File: config.mk
export PLATFORM = sky130hd
export DESIGN_NAME = alu_ctrl_seq_flat
export DESIGN_NICKNAME = d
export VERILOG_FILES = /design/src/rtl/alu_ctrl_seq_if.sv /design/src/rtl/alu_ctrl_seq.sv /design/src/flat_wrapper.sv
export SDC_FILE = /design/constraint.sdc
export NUM_CORES = 1
export LEC_CHECK = 0
export BUFFER_PORTS_ARGS = -buffer_cell sky130_fd_sc_hd__buf_2
export CAP_MARGIN = 20
export CORE_ASPECT_RATIO = 1.25
export CORE_UTILIZATION = 50
export DETAILED_ROUTE_END_ITERATION = 8
export GPL_ROUTABILITY_DRIVEN = 0
export HOLD_SLACK_MARGIN = 0.12
export PLACE_DENSITY = 0.85
export SYNTH_ARGS = -nofsm -noshare
export SYNTH_HDL_FRONTEND = slang
export SYNTH_SLANG_ARGS = --single-unit
File: constraint.sdc
create_clock -name clk -period 2.4 [get_ports clk]
set_clock_uncertainty 0.15 [all_clocks]
set_input_delay 0.48 -clock clk [delete_from_list [all_inputs] [get_ports clk]]
set_output_delay 0.48 -clock clk [all_outputs]
set_load 0.02 [all_outputs]
File: src/rtl/alu_ctrl_seq_if.sv
// ---------------------------------------------------------------------------
// alu_ctrl_seq_if
// Bundles the instruction-memory, data-memory and ALU connections of the
// alu_ctrl_seq sequencer.
//   master : sequencer side (drives requests, addresses, ALU operands/controls)
//   slave  : memory/ALU side (drives acks, read data, ALU result and flags)
// Signals:
//   imem_req/imem_addr/imem_ack/imem_data             instruction fetch port
//   dmem_req/dmem_we/dmem_addr/dmem_wdata/
//   dmem_rdata/dmem_ack                               data memory port
//   alu_x/alu_y/zx/nx/zy/ny/f/no                      ALU operands and controls
//   alu_o/alu_zr/alu_ng                               ALU result and flags
// ---------------------------------------------------------------------------
interface alu_ctrl_seq_if #(
    parameter int DW = 8,
    parameter int AW = 8
);
    logic          imem_req;
    logic [AW-1:0] imem_addr;
    logic          imem_ack;
    logic [15:0]   imem_data;

    logic          dmem_req;
    logic          dmem_we;
    logic [DW-1:0] dmem_addr;
    logic [DW-1:0] dmem_wdata;
    logic [DW-1:0] dmem_rdata;
    logic          dmem_ack;

    logic [DW-1:0] alu_x;
    logic [DW-1:0] alu_y;
    logic          zx, nx, zy, ny, f, no;
    logic [DW-1:0] alu_o;
    logic          alu_zr;
    logic          alu_ng;

    modport master (
        output imem_req, imem_addr,
        input  imem_ack, imem_data,
        output dmem_req, dmem_we, dmem_addr, dmem_wdata,
        input  dmem_rdata, dmem_ack,
        output alu_x, alu_y, zx, nx, zy, ny, f, no,
        input  alu_o, alu_zr, alu_ng
    );

    modport slave (
        input  imem_req, imem_addr,
        output imem_ack, imem_data,
        input  dmem_req, dmem_we, dmem_addr, dmem_wdata,
        output dmem_rdata, dmem_ack,
        input  alu_x, alu_y, zx, nx, zy, ny, f, no,
        output alu_o, alu_zr, alu_ng
    );
endinterface

File: src/rtl/alu_ctrl_seq.sv
// ---------------------------------------------------------------------------
// alu_ctrl_seq
// Hack-style instruction sequencer for an external combinational ALU.
// Fetches 16-bit instructions, decodes A/C instructions, supplies ALU
// operands and control bits, writes back results to A/D/memory and
// resolves jumps. Owns the A, D and PC registers.
// Ports:
//   clk      rising-edge clock
//   rst_n    asynchronous active-low reset
//   bus      alu_ctrl_seq_if.master: imem, dmem and ALU connections
//   pc_o     current PC (debug)
//   a_o,d_o  current A and D registers (debug)
// ---------------------------------------------------------------------------
module alu_ctrl_seq #(
    parameter int DW = 8,
    parameter int AW = 8
) (
    input  logic          clk,
    input  logic          rst_n,
    alu_ctrl_seq_if.master bus,
    output logic [AW-1:0] pc_o,
    output logic [DW-1:0] a_o,
    output logic [DW-1:0] d_o
);

    typedef enum logic [2:0] {
        S_FETCH  = 3'd0,
        S_DECODE = 3'd1,
        S_MEMRD  = 3'd2,
        S_EXEC   = 3'd3,
        S_MEMWR  = 3'd4
    } state_t;

    state_t        r_state;
    state_t        w_next;
    logic          r_run;     // low for the first clock after reset so no request is raised during reset
    logic [15:0]   r_ir;
    logic [AW-1:0] r_pc;
    logic [DW-1:0] r_a;
    logic [DW-1:0] r_d;
    logic [DW-1:0] r_m;
    logic [DW-1:0] r_w;
    logic [DW-1:0] r_wa;      // A as it was before EXEC; the address of a following M write
    logic [AW-1:0] w_pc_inc;
    logic          w_take;
    logic          w_unused_ir;

    // IR[14:13] carry no meaning for this machine.
    assign w_unused_ir = ^r_ir[14:13];

    assign w_pc_inc = r_pc + AW'(1);
    assign w_take   = (r_ir[2] & bus.alu_ng) |
                      (r_ir[1] & bus.alu_zr) |
                      (r_ir[0] & ~bus.alu_ng & ~bus.alu_zr);

    assign bus.imem_addr  = r_pc;
    assign bus.dmem_addr  = (r_state == S_MEMWR) ? r_wa : r_a;
    assign bus.dmem_wdata = r_w;
    assign bus.alu_x      = r_d;
    assign bus.alu_y      = r_ir[12] ? r_m : r_a;

    assign pc_o = r_pc;
    assign a_o  = r_a;
    assign d_o  = r_d;

    always_comb begin
        w_next       = r_state;
        bus.imem_req = 1'b0;
        bus.dmem_req = 1'b0;
        bus.dmem_we  = 1'b0;
        {bus.zx, bus.nx, bus.zy, bus.ny, bus.f, bus.no} = 6'b0;
        case (r_state)
            S_FETCH: begin
                bus.imem_req = r_run;
                if (r_run && bus.imem_ack) w_next = S_DECODE;
            end
            S_DECODE: begin
                if (!r_ir[15])     w_next = S_FETCH;
                else if (r_ir[12]) w_next = S_MEMRD;
                else               w_next = S_EXEC;
            end
            S_MEMRD: begin
                bus.dmem_req = 1'b1;
                if (bus.dmem_ack) w_next = S_EXEC;
            end
            S_EXEC: begin
                {bus.zx, bus.nx, bus.zy, bus.ny, bus.f, bus.no} = r_ir[11:6];
                w_next = r_ir[3] ? S_MEMWR : S_FETCH;
            end
            S_MEMWR: begin
                bus.dmem_req = 1'b1;
                bus.dmem_we  = 1'b1;
                if (bus.dmem_ack) w_next = S_FETCH;
            end
            default: w_next = S_FETCH;
        endcase
    end

    always_ff @(posedge clk or negedge rst_n) begin
        if (!rst_n) begin
            r_state <= S_FETCH;
            r_run   <= 1'b0;
            r_ir    <= '0;
            r_pc    <= '0;
            r_a     <= '0;
            r_d     <= '0;
            r_m     <= '0;
            r_w     <= '0;
            r_wa    <= '0;
        end else begin
            r_state <= w_next;
            r_run   <= 1'b1;
            case (r_state)
                S_FETCH: begin
                    if (r_run && bus.imem_ack) r_ir <= bus.imem_data;
                end
                S_DECODE: begin
                    if (!r_ir[15]) begin
                        r_a  <= r_ir[DW-1:0];
                        r_pc <= w_pc_inc;
                    end
                end
                S_MEMRD: begin
                    if (bus.dmem_ack) r_m <= bus.dmem_rdata;
                end
                S_EXEC: begin
                    // Non-blocking updates: jump target and write address both see the old A.
                    r_wa <= r_a;
                    if (r_ir[5]) r_a <= bus.alu_o;
                    if (r_ir[4]) r_d <= bus.alu_o;
                    if (r_ir[3]) r_w <= bus.alu_o;
                    r_pc <= w_take ? AW'(r_a) : w_pc_inc;
                end
                default: ;
            endcase
        end
    end

endmodule
File: src/flat_wrapper.sv
// flat-port wrapper written by rule: the top's interface ports become plain ports
module alu_ctrl_seq_flat 
#(
    parameter int DW = 8,
    parameter int AW = 8
)
  (clk, rst_n, pc_o, a_o, d_o, bus_imem_req, bus_imem_addr, bus_imem_ack, bus_imem_data, bus_dmem_req, bus_dmem_we, bus_dmem_addr, bus_dmem_wdata, bus_dmem_rdata, bus_dmem_ack, bus_alu_x, bus_alu_y, bus_zx, bus_nx, bus_zy, bus_ny, bus_f, bus_no, bus_alu_o, bus_alu_zr, bus_alu_ng);
  alu_ctrl_seq_if #(.DW(DW), .AW(AW)) bus_i ();
  input  logic clk;
  input  logic rst_n;
  output logic [AW-1:0] pc_o;
  output logic [DW-1:0] a_o;
  output logic [DW-1:0] d_o;
  output wire logic [$bits(bus_i.imem_req)-1:0] bus_imem_req;
  output wire logic [$bits(bus_i.imem_addr)-1:0] bus_imem_addr;
  input wire logic [$bits(bus_i.imem_ack)-1:0] bus_imem_ack;
  input wire logic [$bits(bus_i.imem_data)-1:0] bus_imem_data;
  output wire logic [$bits(bus_i.dmem_req)-1:0] bus_dmem_req;
  output wire logic [$bits(bus_i.dmem_we)-1:0] bus_dmem_we;
  output wire logic [$bits(bus_i.dmem_addr)-1:0] bus_dmem_addr;
  output wire logic [$bits(bus_i.dmem_wdata)-1:0] bus_dmem_wdata;
  input wire logic [$bits(bus_i.dmem_rdata)-1:0] bus_dmem_rdata;
  input wire logic [$bits(bus_i.dmem_ack)-1:0] bus_dmem_ack;
  output wire logic [$bits(bus_i.alu_x)-1:0] bus_alu_x;
  output wire logic [$bits(bus_i.alu_y)-1:0] bus_alu_y;
  output wire logic [$bits(bus_i.zx)-1:0] bus_zx;
  output wire logic [$bits(bus_i.nx)-1:0] bus_nx;
  output wire logic [$bits(bus_i.zy)-1:0] bus_zy;
  output wire logic [$bits(bus_i.ny)-1:0] bus_ny;
  output wire logic [$bits(bus_i.f)-1:0] bus_f;
  output wire logic [$bits(bus_i.no)-1:0] bus_no;
  input wire logic [$bits(bus_i.alu_o)-1:0] bus_alu_o;
  input wire logic [$bits(bus_i.alu_zr)-1:0] bus_alu_zr;
  input wire logic [$bits(bus_i.alu_ng)-1:0] bus_alu_ng;
  assign bus_imem_req = bus_i.imem_req;
  assign bus_imem_addr = bus_i.imem_addr;
  assign bus_i.imem_ack = bus_imem_ack;
  assign bus_i.imem_data = bus_imem_data;
  assign bus_dmem_req = bus_i.dmem_req;
  assign bus_dmem_we = bus_i.dmem_we;
  assign bus_dmem_addr = bus_i.dmem_addr;
  assign bus_dmem_wdata = bus_i.dmem_wdata;
  assign bus_i.dmem_rdata = bus_dmem_rdata;
  assign bus_i.dmem_ack = bus_dmem_ack;
  assign bus_alu_x = bus_i.alu_x;
  assign bus_alu_y = bus_i.alu_y;
  assign bus_zx = bus_i.zx;
  assign bus_nx = bus_i.nx;
  assign bus_zy = bus_i.zy;
  assign bus_ny = bus_i.ny;
  assign bus_f = bus_i.f;
  assign bus_no = bus_i.no;
  assign bus_i.alu_o = bus_alu_o;
  assign bus_i.alu_zr = bus_alu_zr;
  assign bus_i.alu_ng = bus_alu_ng;
  alu_ctrl_seq #(.DW(DW), .AW(AW)) u_core (.clk(clk), .rst_n(rst_n), .bus(bus_i), .pc_o(pc_o), .a_o(a_o), .d_o(d_o));
endmodule
==> metrics.yaml <==
pwr:
  p_switching_w: 0.002469
  peakVddDrop_v: 0.0008188
  power_frac_seq_pct: 36.3
  swShare_pct: 42.25
  totalPowerFinal_w: 0.005842
  p_leak_nw: 1.960
  powerDensity_nw_per_um2: 1463
  internal_power_w: 0.003374
  combPwrFrac_pct: 47.8
  p_clk_share_pct: 15.9
die:
  die_h_um: 91.33
  start_util_pct: 51.77
  rows: 32
  dieArea_um2: 6709
  core_um2: 6166
  pin_count: 111
  die_w_um: 73.46
sta:
  rsz0062_at_grt: "true"
  max_slew.worst_pin.slew_ns: 0.9187
  period_share_pct: 98.28
  hold_ws_ns: 0.2265
  report.final.slew_viol_count: 0
  final-setup-viol-count: 0
  finalHoldViolations: 0
  relSlewSlack_pct: 38.48
  max_freq_ghz: 0.4240
  finalCriticalPeriod_ns: 2.359
setup_path:
  arrival_ns: 1.73
  critPathLaunchType: "register"
  r2r_cells: 5
  end_kind: "primary output"
  path_class: "register to primary output"
  cp_cell_sequence: "nor3b_4, buf_4, mux2_2, buf_2"
  cp_max_fo: 6
  crit_slowest_cell: "dfrtp_2"
  r2r_start: "u_core.r_state[1]"
  r2r_end: "u_core.bus.dmem_wdata[0]"
  required_ns: 1.77
  ff2ff_setup_slack_ns: 0.41
  cp_slowest_stage_delay_ns: 0.47
route:
  drc: 0
  wl_per_cell_um: 15.34
  ant_nets: 0
  drtIter0Drc: 102
  firstDrtPassIters: 4
  via_count: 2463
  vias_per_cell: 5.229
  routed_wirelength_um: 7224
clock_tree:
  cts_buffers: 9
  cts.sinks: 66
  htreeDepth: 3
  cts-root-buf: "clkbuf_8"
  cts_tree: "built"
  path_clk_slew_ns: 0.07
  cts.path.max_buffers: 2
  clkLatencyLatePin_ns: 0.33
finish:
  n_fill_cell: 501
  synthToLayoutAreaGrowth_pct: 25.09
  diodes: 0
  drive_gt1_share_pct: 51.30
  num-nets-final: 420
  postLayoutCoreUtil_pct: 64.75
  stdcell_area_um2: 3993
  layout.cells.non_filler: 471
grt:
  grt_start_max_net_pins: 44
  grt_pass1_wl_um: 11340
  grt_remaining_overflow: 0
  antenna_found_initial: 0
  grt_pass1_vias: 2400
  grt_use_total_pct: 22.69
synth:
  synth_cell_types: 41
  synth_nets: 313
  synth.yosys.seq_area_share_pct: 51.74
  ys_warn_count: 0
  syn-cell-area_um2: 3192
  avgSynthCellArea_um2: 11.65
  synth_cells: 274
  ys_ff_latch: 66
placement:
  placed_cells: 447
  dpl_cell_area_um2: 3715
  hpwl_um: 5124
  port_buffers: 108
flow_run:
  drv_cap: 0
worst_hold_path:
  min_path_cells: 2
  hp-start: "bus_imem_data[10]"
  min_to: "u_core.r_ir[10]"
  holdCritPathClass: "input pin to register"
outcome:
  outcome: "complete, no violations"
## per-layer routing
metal / vias to the layer above / track usage [%] / wire length (um)
met3: 16 / 4.772 / 324
met4: 0 / 9.135 / 180
met1: 1198 / 28.10 / 3008
li1: 1159 / - / -
met5: - / 0 / 0
met2: 90 / 37.92 / 3709
## timing repair
action | CTS | global route
setup endpoints to repair | 8 | 8
hold buffers | 1 | 0
gates resized for setup | 2 | 5
buffers inserted | 1 | 5
pin swaps | 0 | 1
cloned | 0 | 1
endpoints found under the hold margin | 23 | 0
## power by group through the flow
stage | logic [W] | registers [W] | clock network [W]
floorplan | 0.00183 | 0.00227 | 0
global placement | 0.00265 | 0.00210 | 0
detailed placement | 0.00273 | 0.00214 | 0
CTS | 0.00274 | 0.00212 | 0.000952
global route | 0.00301 | 0.00219 | 0.000997
finish | 0.00279 | 0.00212 | 0.000928
## critical path, delay by kind of cell, from the launching register on
kind,cells,cell delay (ns)
multiplexers,1,0.33
buffers and inverters,2,0.35
AND/OR/NAND/NOR,1,0.25
flip-flops,1,0.47
## worst max-delay path by stage
stage                            startpoint               end
after floorplan           u_core.r_state[0]  bus_dmem_addr[0]
after global placement    u_core.r_state[0]  bus_dmem_addr[0]
after detailed placement  u_core.r_state[0]  bus_dmem_addr[0]
after CTS                 u_core.r_state[0]  bus_dmem_addr[0]
after global routing      u_core.r_state[0]  bus_dmem_addr[7]
final                     u_core.r_state[0]  bus_dmem_addr[4]
## through the flow
stage                     setup TNS [ns]  setup slack, ns
after global placement                 0           0.3350
after global routing            -0.01549        -0.007846
final                                  0          0.04124
after floorplan                        0           0.4080
after CTS                              0        0.0005003
after detailed placement               0           0.3292
## placed cells by master (no fill, tap or decap), types with 2 or more instances in the layout
master	netlist	final
buf_2	4	108
dfrtp_1	66	64
mux2_2	54	54
nand2_1	44	44
buf_4	18	12
clkbuf_8	0	11
mux2i_1	10	10
o21ai_0	9	9
nor2_1	7	7
and2_1	7	7
a21oi_1	7	7
nand3_1	7	7
inv_1	3	3
a2bb2oi_1	3	3
clkbuf_1	3	3
o211ai_1	2	2
and4_1	2	2
nor3_1	2	2
dfrtp_2	0	2
## cells in the mapped netlist (all sizes together)
master   count  share of area (%)
a22oi        1               0.24
dfrtp       66                 52
o21bai       1               0.24
nor3         3               0.63
a22o         1               0.27
ha           1               0.39
o21a         1               0.47
o311ai       1               0.27
nor4b        1               0.74
o22ai        1               0.20
conb         1               0.12
and2b        1               0.27
nand4        1               0.20
nand2       45                5.4
mux2i       10                3.1
nor2         7               0.82
nor3b        2               0.47
and2         7                1.4
clkbuf       3               0.35
and4         2               0.55
xnor2        1               0.27
buf         24                5.6
nand3b       1               0.24
mux2        55                 19
nand3        7                1.1
a211oi       1               0.24
or4          1               0.24
and3b        1               0.27
a2bb2oi      3               0.82
a21oi        7                1.1
o211ai       2               0.47
and3         1               0.20
o21ai       10                1.7
inv          3               0.35
nand2b       1               0.20
## registers in the layout, indices dropped and copies added, names as in the netlist
signal                 flops
u_core.r_wa                8
u_core.bus.dmem_wdata      8
u_core.r_m                 8
u_core.bus.imem_addr       8
u_core.a_o                 8
u_core.bus.alu_x           8
u_core.r_run               1
u_core.r_state             3
u_core.r_ir               14
## kinds of logic (layout without fill, tap and decap cells)
kind of cell | after synthesis | count (layout) | share of synthesized area (%)
muxes | 65 | 65 | 22.54
and+or+nand+nor | 81 | 81 | 12.66
AOI/OAI and AO/OA | 29 | 29 | 5.998
xor gates and xnor gates | 1 | 1 | 0.2745
DFF | 66 | 66 | 51.74
other | 1 | 1 | 0.1175
buffers and inverters | 30 | 142 | 6.272
adders and majority gates | 1 | 1 | 0.3919
## area by class of cell
type	count	area, um^2	share of cell area [%]
sequential	66	1654	41.43
multi-input combinational	178	1351	33.85
timing repair buffer	123	671.9	16.83
clock buffer	14	162.7	4.074
tap	85	106.4	2.664
clock inverter	2	35.03	0.8775
inverter	3	11.26	0.2820
Note: power is estimated with default switching activity, not from simulation.
